### config.mk
export PLATFORM = sky130hd
export DESIGN_NAME = color_unpremultiplier
export DESIGN_NICKNAME = d
export VERILOG_FILES = /design/src/rtl/color_unpremultiplier_pkg.sv /design/src/rtl/color_channel_divider.sv /design/src/rtl/color_unpremultiplier.sv
export SDC_FILE = /design/constraint.sdc
export NUM_CORES = 1
export LEC_CHECK = 0
export BUFFER_PORTS_ARGS = -buffer_cell sky130_fd_sc_hd__buf_2
export CAP_MARGIN = 20
export CORE_MARGIN = 5
export CORE_UTILIZATION = 44
export DETAILED_ROUTE_END_ITERATION = 12
export GPL_TIMING_DRIVEN = 0
export PLACE_DENSITY = 0.76
export SYNTH_ARGS = -nofsm -noshare
export SYNTH_HDL_FRONTEND = slang
export SYNTH_SLANG_ARGS = --single-unit
### constraint.sdc
create_clock -name aclk -period 6.5 [get_ports aclk]
set_input_delay 0.325 -clock aclk [delete_from_list [all_inputs] [get_ports aclk]]
set_output_delay 0.325 -clock aclk [all_outputs]
set_load 0.02 [all_outputs]
### src/rtl/color_unpremultiplier_pkg.sv
// color_unpremultiplier_pkg: shared sub-pixel indices and width-derived constants
package color_unpremultiplier_pkg;
  localparam int W = 8;
  localparam int ALPHA_IDX = 0;
  localparam int B_IDX = 1;
  localparam int G_IDX = 2;
  localparam int R_IDX = 3;
  localparam int MAX = (1 << W) - 1;
  localparam int ITER = W;
endpackage

### src/rtl/color_channel_divider.sv
// color_channel_divider: restoring divider producing q = floor(c * 2^W / a), saturating
// Ports: aclk/reset clock and async reset; start latches c and a (flags set here);
// step shifts one quotient bit in, MSB first; q is the result (0 if a==0, max if c>=a).
module color_channel_divider #(
  parameter int W = 8
) (
  input  logic         aclk,
  input  logic         reset,
  input  logic         start,
  input  logic         step,
  input  logic [W-1:0] c,
  input  logic [W-1:0] a,
  output logic [W-1:0] q
);
  logic [W:0] r;
  logic [W:0] r2;
  logic [W-1:0] qr;
  logic sat;
  logic zero;
  logic take;
  assign r2 = r << 1;
  assign take = r2 >= {1'b0, a};
  always_ff @(posedge aclk or posedge reset)
    if (reset) begin
      r <= '0;
      qr <= '0;
      sat <= 1'b0;
      zero <= 1'b0;
    end else if (start) begin
      r <= {1'b0, c};
      qr <= '0;
      zero <= a == '0;
      sat <= a != '0 && c >= a;
    end else if (step) begin
      r <= take ? r2 - {1'b0, a} : r2;
      qr <= {qr[W-2:0], take};
    end
  // flagged channels still iterate; their raw quotient is simply overridden here
  assign q = zero ? '0 : sat ? '1 : qr;
endmodule

### src/rtl/color_unpremultiplier.sv
// color_unpremultiplier: divides each RGB sub-pixel by alpha, rescaled to full range
// Ports: aclk/reset clock and async active-high reset; s_valid/s_ready/s_pixel input
// handshake (premultiplied RGBA, alpha in sub-pixel 0); m_valid/m_ready/m_pixel output
// handshake (un-premultiplied RGBA, alpha passed through).
module color_unpremultiplier
  import color_unpremultiplier_pkg::*;
#(
  parameter int SUB_PIXEL_WIDTH = W
) (
  input  logic                         aclk,
  input  logic                         reset,
  input  logic                         s_valid,
  output logic                         s_ready,
  input  logic [4*SUB_PIXEL_WIDTH-1:0] s_pixel,
  output logic                         m_valid,
  input  logic                         m_ready,
  output logic [4*SUB_PIXEL_WIDTH-1:0] m_pixel
);
  localparam int SW = SUB_PIXEL_WIDTH;
  localparam int PIXEL_WIDTH = 4 * SW;
  localparam int CW = $clog2(SW + 1);
  localparam logic [1:0] IDLE = 2'd0;
  localparam logic [1:0] DIVIDE = 2'd1;
  localparam logic [1:0] DONE = 2'd2;
  logic [1:0] state;
  logic [CW-1:0] cnt;
  logic [SW-1:0] alpha;
  logic [SW-1:0] dvsr;
  logic start;
  logic step;
  assign s_ready = state == IDLE && !reset;
  assign m_valid = state == DONE;
  assign start = s_valid && s_ready;
  assign step = state == DIVIDE;
  // flags are computed on the accept edge, before alpha is registered
  assign dvsr = start ? s_pixel[ALPHA_IDX*SW +: SW] : alpha;
  always_ff @(posedge aclk or posedge reset)
    if (reset) begin
      state <= IDLE;
      cnt <= '0;
      alpha <= '0;
    end else begin
      if (start) alpha <= s_pixel[ALPHA_IDX*SW +: SW];
      state <= state == IDLE ? (start ? DIVIDE : IDLE) :
               state == DIVIDE ? (cnt == '0 ? DONE : DIVIDE) :
               (m_ready ? IDLE : DONE);
      cnt <= start ? CW'(SW - 1) : (step && cnt != '0) ? cnt - 1'b1 : cnt;
    end
  for (genvar i = B_IDX; i <= R_IDX; i++) begin : g_ch
    color_channel_divider #(.W(SW)) u_div (
      .aclk (aclk),
      .reset(reset),
      .start(start),
      .step (step),
      .c    (s_pixel[i*SW +: SW]),
      .a    (dvsr),
      .q    (m_pixel[i*SW +: SW])
    );
  end
  assign m_pixel[ALPHA_IDX*SW +: SW] = alpha;
  if (PIXEL_WIDTH != 4 * SW) begin : g_bad_width
    $error("pixel width must be four sub-pixels");
  end
endmodule

Word level (Yosys, flattened, before mapping):

Cells that the tools add are included.
W data, S select, Z words.

* input bits: 36
* bits in read-only memories: 0
* latch bits: 0
* word-level logic and storage cells: 68
* memories kept: 0
* bits in registers: 66
* output and inout bits: 34
* bits in writable memories: 0

* shift operators: 0
* bitwise logic cells: 0
* multiply operators: 0
* magnitude comparators: 6
* equal/unequal tests: 2
* divide/modulo/power cells: 0
* mux-type cells: 29
* reduce and logical (&&, ||, !) cells: 14
* add/sub/neg operators: 4

Operator list (number)
* $mux W8: 22
* $ge A9 B8 Y1: 3
* $ge A8 B8 Y1: 3
* $sub A8 B8 Y8: 3
* $logic_not A8 Y1: 1
* $mux W2: 4
* $mux W4: 2
* $reduce_bool A8 Y1: 1
* $logic_and A1 B1 Y1: 6
* $logic_not A4 Y1: 1
* $reduce_bool A2 Y1: 2
* $reduce_bool A4 Y1: 1
* $sub A4 B1 Y4 const B: 1
* $eq A2 B1 Y1 const B: 1
* $eq A2 B2 Y1 const B: 1
* $logic_not A2 Y1: 1
* $logic_not A1 Y1: 1
* $mux W1: 1

Logic depth before layout (Yosys ltp):

Gate-level depths: netlist (run 1).

* word-level depth: 8
* mapped depth: 14
* mapped depth without buffers: 12

By module:

A second synthesis (run 1) with hierarchy kept.

* cells, all modules: 581
* area total of the unflattened synthesis: 5078.6 µm²

By module, submodules not included
* color_channel_divider: cells each 171, times used 3, area an instance 1480.2 µm²
* color_unpremultiplier: cells each 68, times used 1, area an instance 638.1 µm²

Least setup slack after synthesis (run 1):

OpenSTA, ideal clock, no wires.

* path type: register to register
* from: reg state[0]
* to: reg g_ch[1].u_div.r[3]
* data required time: 6369 ps
* buffers on the path: 2
* slack: 2701 ps
* cell stages (with the launch flop): 14
* arrival: 3668 ps
* clock period less this slack: 3799 ps
* cells stage by stage: dfrtp_1 -> nor4b_2 -> buf_4 -> buf_1 -> mux2i_1 -> ha_1 -> nand2b_1 -> mux2i_1 -> o31ai_2 -> a22oi_1 -> or2_1 -> a311o_1 -> nor4b_1 -> or3_1

* longest elaborated chain between the ends: 8

RTL lines
* start, declared: RTL line color_unpremultiplier.sv:25 `logic [1:0] state;`
* start signal, assigned: RTL line color_unpremultiplier.sv:44 `state <= state == IDLE ? (start ? DIVIDE : IDLE) :`
* $logic_not A2 Y1: RTL line color_unpremultiplier.sv:31 `assign s_ready = state == IDLE && !reset;`
* $logic_and A1 B1 Y1: RTL line color_unpremultiplier.sv:31
* $logic_and A1 B1 Y1: RTL line color_unpremultiplier.sv:33 `assign start = s_valid && s_ready;`
* $mux W8
* $sub A8 B8 Y8 / $ge A9 B8 Y1 (equally long branches): RTL line color_channel_divider.sv:35, color_channel_divider.sv:22
* $mux W8: RTL line color_channel_divider.sv:35 `r <= take ? r2 - {1'b0, a} : r2;`
* $mux W8: RTL line color_channel_divider.sv:34 `end else if (step) begin`
* $mux W8: RTL line color_channel_divider.sv:29 `end else if (start) begin`
* end signal, assigned: RTL line color_channel_divider.sv:30 `r <= {1'b0, c};`
* end signal, assigned: RTL line color_channel_divider.sv:35
* end, declared: RTL line color_channel_divider.sv:15 `logic [W:0] r;`

Several ways; a longest one is shown, not always the timed one. The select of a mux whose other input is x is not followed.
A chain may end at the register's enable or synchronous reset.

Worst setup path after layout (run 1):

* from: reg state[0]
* to: reg g_ch[3].u_div.r[3]

* longest elaborated chain between the ends: 8

RTL lines (RTL line)
* $logic_not A2 Y1: color_unpremultiplier.sv:31
* $logic_and A1 B1 Y1: color_unpremultiplier.sv:31
* $logic_and A1 B1 Y1: color_unpremultiplier.sv:33
* $mux W8
* $sub A8 B8 Y8 / $ge A9 B8 Y1 (equally long branches): color_channel_divider.sv:35, color_channel_divider.sv:22
* $mux W8: color_channel_divider.sv:35
* $mux W8: color_channel_divider.sv:34
* $mux W8: color_channel_divider.sv:29
* end signal, assigned: color_channel_divider.sv:30
* end signal, assigned: color_channel_divider.sv:35
* end, declared: color_channel_divider.sv:15

Several ways; a longest one is shown, not always the timed one. The select of a mux whose other input is x is not followed.

==> results by group, run 1 <==
Status
  • Status: complete, no violations

Drt
  • Routed wire length: 14.5 mm
  • Wire length on met1: 6.13 mm
  • Routed via count: 4695
  • WL met3: 1.16 mm
  • 1st-iter DRT viols: 393
  • 1st-pass router iterations: 5
  • Remaining DRCs: 0
  • Top routing layer used: met4
  • Antenna Nets Post-Route: 0
  • WL per Instance: 18.1 µm
  • WL met2: 6.73 mm
  • Via density per instance: 5.85

CTS
  • Post-cts sizing count: 0
  • CTS tree: yes
  • Num CTS Buffers: 9
  • Hold Buf Count CTS: 0
  • Latest clock arrival within the worst-skew pair: 370 ps
  • Root Buffer: clkbuf_8
  • Worst-path clk slew: 80 ps
  • Clock Sinks: 66
  • Clock buffer depth: 2
  • CTS HTree Levels: 3
  • Post-CTS setup buffers: 0

Floorplan
  • Die Ht: 115 µm
  • Die Area: 13100 µm²
  • Row cnt: 38
  • Core area: 10800 µm²
  • Num ports: 70
  • Starting density of the core: 0.446
  • Die X-Extent: 115 µm

Logic synthesis
  • Synthesized net count: 658
  • Post-synth EDFFs: 0
  • Top_reg_cell synth: dfrtp_1
  • Synth async-reset ratio: 1.00
  • Sequential area share after synthesis: 0.343
  • Synth Cell Area: 4810 µm²
  • Mapped Avg Cell Area: 8.33 µm²
  • Yosys warns: 0
  • Netlist cell types: 46
  • Cells after Synth: 578
  • Post-synthesis register bit count: 66

STA
  • RSZ-0062 raised after global routing: no
  • Slew at the pin closest to its max-slew limit: 1090 ps
  • Slew Limit Fails: 0
  • # setup viols final: 0
  • TNS Setup: 0 ps
  • Clock Skews: 10.1 ps
  • Hold Violations, Final: 0
  • Peak Freq: 204 MHz
  • Fin crit share: 0.753
  • Worst slew margin: 0.251
  • Final worst path period need: 4890 ps

Critical path
  • Crit Path Max Fanout: 10
  • Worst setup startpoint: state[0]
  • Worst path slowest cell: mux2i_1
  • CP endpoint kind: flip-flop
  • Critical path class: reg -> reg
  • Critical Path Most Common Cell: mux2i_1
  • R2R Path End: g_ch[3].u_div.r[3]
  • Cells along the critical path: nor4b_2 -> buf_4 -> buf_1 -> mux2i_1 -> ha_1 -> nand2b_1 -> mux2i_1 -> o21ai_0 -> a22oi_1 -> or2_1 -> a311o_1 -> buf_2 -> nor2_1 -> or3_1
  • Largest stage delay, worst path: 840 ps
  • Worst Path Required: 6750 ps
  • Flop2flop setup slack: 1610 ps
  • CP Depth: 14
  • WP data arrival: 5140 ps
  • RR Startpoint: state[0]
  • Top cell family by delay on the critical path: buffers and inverters
  • Worst setup path end: g_ch[3].u_div.r[3]
  • R2R cell count: 14
  • Critical path startpoint category: flip-flop
  • Crit path buf inv count: 3

Layout
  • P&R area growth vs syn: 15.1%
  • Nets@finish: 738
  • Area of the multi-input gates: 2930 µm²
  • FF+latch area: 1650 µm²
  • Fill count: 1022
  • Antenna diodes: 0
  • Layout cells sized above 1: 0.149

Global routing
  • First-pass GRT wire length: 23.1 mm
  • Vias in the first global route: 4672
  • Largest net degree at the start of global routing: 67
  • Total global routing track utilization: 0.226
  • Overflow after GRT: 0
  • Initial antenna violation count: 0

Placement
  • I/O Buffers: 69
  • GPL Wtd Cong: 0.915
  • Dpl hpwl: 10.5 mm

Job
  • MaxCap Viol Count: 0

Worst hold path
  • Hold Crit Class: in -> reg
==> worst reg2reg max path: stages (launching register included) <==
cell and delay (ps):
dfrtp_1 430, nor4b_2 290, buf_4 250, buf_1 660
mux2i_1 850, ha_1 320, nand2b_1 80, mux2i_1 280
o21ai_0 170, a22oi_1 290, or2_1 200, a311o_1 270
buf_2 300, nor2_1 80, or3_1 340
==> how the worst min path moves through the flow <==
stage                                   start                   to  slack (ps)  cells after the start
final                                 m_ready             state[1]         140                      2
after global routing                  m_ready             state[1]         130                      2
after CTS                             m_ready             state[1]         120                      2
after detailed placement  g_ch[1].u_div.qr[0]  g_ch[1].u_div.qr[1]         490                      2
after global placement    g_ch[1].u_div.qr[1]  g_ch[1].u_div.qr[2]         480                      2
after floorplan                       m_ready             state[1]         420                      1
==> sequential cells by signal, summed over array words and instances (netlist names) <==
| name | count |
|---|---|
| state | 2 |
| g_ch.u_div.qr | 24 |
| g_ch.u_div.r | 24 |
| cnt | 4 |
| g_ch.u_div.sat | 3 |
| g_ch.u_div.zero | 1 |
| alpha | 8 |
==> placed cells by master, fill, tap and decap left out, drive strengths merged, types with 19 or more instances in the layout <==
cell type / instances
ha: 41
inv: 21
mux2i: 22
nor2: 63
xnor2: 19
dfrtp: 66
o21ai: 35
clkbuf: 34
nand3: 45
nand2: 88
a21oi: 21
buf: 83
==> routing by layer <==
layer,track usage,vias to the layer above
li1,-,2186
met1,0.300,2250
met2,0.359,212
met3,0.0497,47
met4,0.0871,0
met5,0,-
==> kinds of logic (layout without fill, tap and decap cells) <==
kind of cell | Yosys count | after routing | share of synthesized area
buf+inv | 59 | 144 | 0.0478
flops | 66 | 66 | 0.343
mux | 25 | 25 | 0.0536
compound gates | 113 | 113 | 0.152
simple gates | 239 | 239 | 0.224
xor+xnor | 23 | 23 | 0.0419
fa+ha+maj | 53 | 53 | 0.138
==> synthesized netlist by cell type (3+ instances only) <==
library cell / number / share of area
nand2_1: 88 / 0.069
dfrtp_1: 66 / 0.34
nor2_1: 63 / 0.049
nand3_1: 45 / 0.047
ha_1: 41 / 0.11
o21ai_0: 31 / 0.032
clkbuf_1: 24 / 0.019
a21oi_1: 21 / 0.022
inv_1: 21 / 0.016
mux2i_1: 21 / 0.044
xnor2_1: 19 / 0.035
a22oi_1: 18 / 0.028
nand2b_1: 10 / 0.013
o211ai_1: 10 / 0.016
a21o_1: 9 / 0.014
buf_1: 9 / 0.0070
maj3_1: 9 / 0.019
nor4_1: 7 / 0.0091
a211o_1: 6 / 0.011
and3_1: 5 / 0.0065
buf_2: 4 / 0.0042
nor3_1: 4 / 0.0042
o21ai_1: 4 / 0.0042
xor2_1: 4 / 0.0073
a31oi_1: 3 / 0.0039
fa_1: 3 / 0.012
mux2_2: 3 / 0.0070
nand4_1: 3 / 0.0039
nor2b_1: 3 / 0.0039
==> per-stage QoR <==
stage	instance area (µm²)	utilization	hold WS [ps]	worst slack [ps]	std cells
after detailed placement	5340	0.494	486	1680	787
after CTS	5540	0.513	125	1670	803
after global routing	5540	0.513	129	1340	803
final	5540	0.513	137	1610	803
after global placement	5330	0.494	477	1790	787
after floorplan	4810	-	424	2700	578
==> area by class of cell <==
| class | count | share of cell area |
|---|---|---|
| Tap cell | 140 | 0.0316 |
| Clock buffer | 10 | 0.0248 |
| Buffer | 38 | 0.0273 |
| Multi-Input combinational cell | 453 | 0.529 |
| Sequential cell | 66 | 0.298 |
| Inverter | 21 | 0.0147 |
| Timing Repair Buffer | 69 | 0.0623 |
| Clock inverter | 6 | 0.0120 |
Power of run 1 is not shown: default switching activity piles up to over one toggle a cycle in this logic, so the estimate is an artifact.
==> run 2, diff against run 1 <==
PLACE_DENSITY = 0.79   (was 0.76)
clock period = 4 ns   (was 6.5 ns; I/O delays follow)
==> results by group, run 2 (synthesis results as in run 1) <==
STA
  • Worst slew margin: 0.407 (+0.156)
  • RSZ-0062 raised after global routing: no
  • Clock Skews: 7.65 ps (-2.48 ps)
  • # setup viols final: 0 (unchanged)
  • Slew Limit Fails: 0 (unchanged)
  • TNS Setup: 0 ps (unchanged)
  • Slew at the pin closest to its max-slew limit: 864 ps (-227 ps)
  • Hold Violations, Final: 0 (unchanged)
  • Final worst path period need: 3720 ps (-1170 ps)
  • Final hold slack: 20.1 ps (-117 ps)
  • PnR worst setup slack: 279 ps (-1330 ps)
  • Fin crit share: 0.930 (+0.177)
  • Peak Freq: 269 MHz (+32%)

Layout
  • Antenna diodes: 0 (unchanged)
  • Fin cells: 807 (+0.50%)
  • Most common cell after layout, fill and taps aside: nand2_1
  • Regs by FF count: g_ch.u_div.qr x24, g_ch.u_div.r x24, alpha x8
  • Area of the multi-input gates: 2980 µm² (+1.8%)
  • Most frequent cells in the layout: 88 x nand2_1, 73 x buf_2, 66 x dfrtp_1, 63 x nor2_1, 45 x nand3_1
  • P&R area growth vs syn: 17.3%
  • Layout cells sized above 1: 0.162 (+0.0126)
  • FF+latch area: 1650 µm² (unchanged)
  • Nets@finish: 742 (+0.54%)
  • Fill count: 981 (-4.0%)

Critical path
  • Worst Path Required: 4240 ps (-2510 ps)
  • CP endpoint kind: flip-flop
  • Crit path buf inv count: 2 (-1)
  • Crit Path Max Fanout: 10 (unchanged)
  • Worst path slowest cell: dfrtp_1
  • Cells along the critical path: nor4b_2 -> buf_4 -> buf_6 -> mux2i_4 -> ha_1 -> nand2b_1 -> mux2i_1 -> o21ai_0 -> a22oi_1 -> or2_1 -> a311o_1 -> nor4b_1 -> or3_1
  • Critical path class: reg -> reg
  • Largest stage delay, worst path: 420 ps (-420 ps)
  • Critical path startpoint category: flip-flop
  • WP data arrival: 3970 ps (-1170 ps)
  • Top cell family by delay on the critical path: simple AND/OR/NAND/NOR gates

Floorplan
  • Die X-Extent: 115 µm (unchanged)
  • Starting density of the core: 0.446 (unchanged)
  • Die Ht: 115 µm (unchanged)
  • Num ports: 70 (unchanged)
  • Row cnt: 38 (unchanged)
  • Core area: 10800 µm² (unchanged)
  • Die Area: 13100 µm² (unchanged)

Drt
  • WL per Instance: 17.8 µm (-1.9%)
  • Routed wire length: 14.3 mm (-1.4%)
  • 1st-iter DRT viols: 322 (-18%)
  • Remaining DRCs: 0 (unchanged)
  • 1st-pass router iterations: 5 (unchanged)
  • Antenna Nets Post-Route: 0 (unchanged)
  • Via density per instance: 5.83 (-0.24%)
  • Routed via count: 4707 (+0.26%)

CTS
  • CTS tree: yes
  • Clock Sinks: 66 (unchanged)
  • Num CTS Buffers: 9 (unchanged)
  • CTS HTree Levels: 3 (unchanged)
  • Clock buffer depth: 2 (unchanged)
  • Root Buffer: clkbuf_8
  • Latest clock arrival within the worst-skew pair: 370 ps (about the same)
  • Worst-path clk slew: 80 ps (about the same)

Placement
  • Placed cells: 787 (unchanged)
  • Dpl hpwl: 10.3 mm (-1.5%)
  • GPL Wtd Cong: 0.929 (+1.5%)
  • I/O Buffers: 69 (unchanged)
  • Pre-CTS setup slack: -796 ps (-2470 ps)

Job
  • MaxCap Viol Count: 0 (unchanged)

Worst hold path
  • Hold Crit Class: in -> async

Global routing
  • First-pass GRT wire length: 22.8 mm (-1.6%)
  • Largest net degree at the start of global routing: 67 (unchanged)
  • Initial antenna violation count: 0 (unchanged)
  • Overflow after GRT: 0 (unchanged)
  • Grt met3 use: 0.0423 (-0.00740)
  • Total global routing track utilization: 0.222 (-0.00411)
  • Vias in the first global route: 4575 (-2.1%)
  • Grt peak-use layer: met2
  • Met1 Use GR: 0.291 (-0.00907)
  • M2 GR Usage: 0.354 (-0.00543)

Status
  • Status: complete, no violations
run 2: cell type report:
class,count,area share
buffer,38,0.0282
clock buffer,10,0.0226
timing repair buffer,73,0.0665
inverter,21,0.0144
clock inverter,6,0.0160
sequential,66,0.293
multi-input combinational,453,0.529
tap,140,0.0310
run 2: repair_timing:
action,CTS,global route
hold buffers,0,0
resized for setup,7,6
buffers inserted,2,2
setup endpoints to repair,30,19
run 2: path summary, 6_finish.rpt:
check                      slack (ps)                  end                 from  depth (start not counted)
min reg2reg                       500  g_ch[1].u_div.qr[2]  g_ch[1].u_div.qr[1]                          2
min                                20   g_ch[2].u_div.r[6]                reset                          2
max reg2reg                       280   g_ch[3].u_div.r[3]             state[0]                         13
max                               280   g_ch[3].u_div.r[3]             state[0]                         13
min in group aclk                  20             state[1]              m_ready                          2
max in group asynchronous        3440  g_ch[2].u_div.qr[0]                reset                          2
run 2: per-stage QoR:
| stage | utilization | area [µm²] |
|---|---|---|
| 2_1_floorplan | - | 4810 |
| 3_3_place_gp | 0.494 | 5330 |
| 3_5_place_dp | 0.494 | 5340 |
| 4_1_cts | 0.518 | 5600 |
| 5_1_grt | 0.523 | 5640 |
| 6_report | 0.523 | 5640 |
run 2: routing by layer:
layer	part of all wire	up-vias
li1	-	2195
met1	0.43	2277
met2	0.47	197
met3	0.067	38
met4	0.032	0
met5	0	-
Power of run 2 is left out for the same reason.
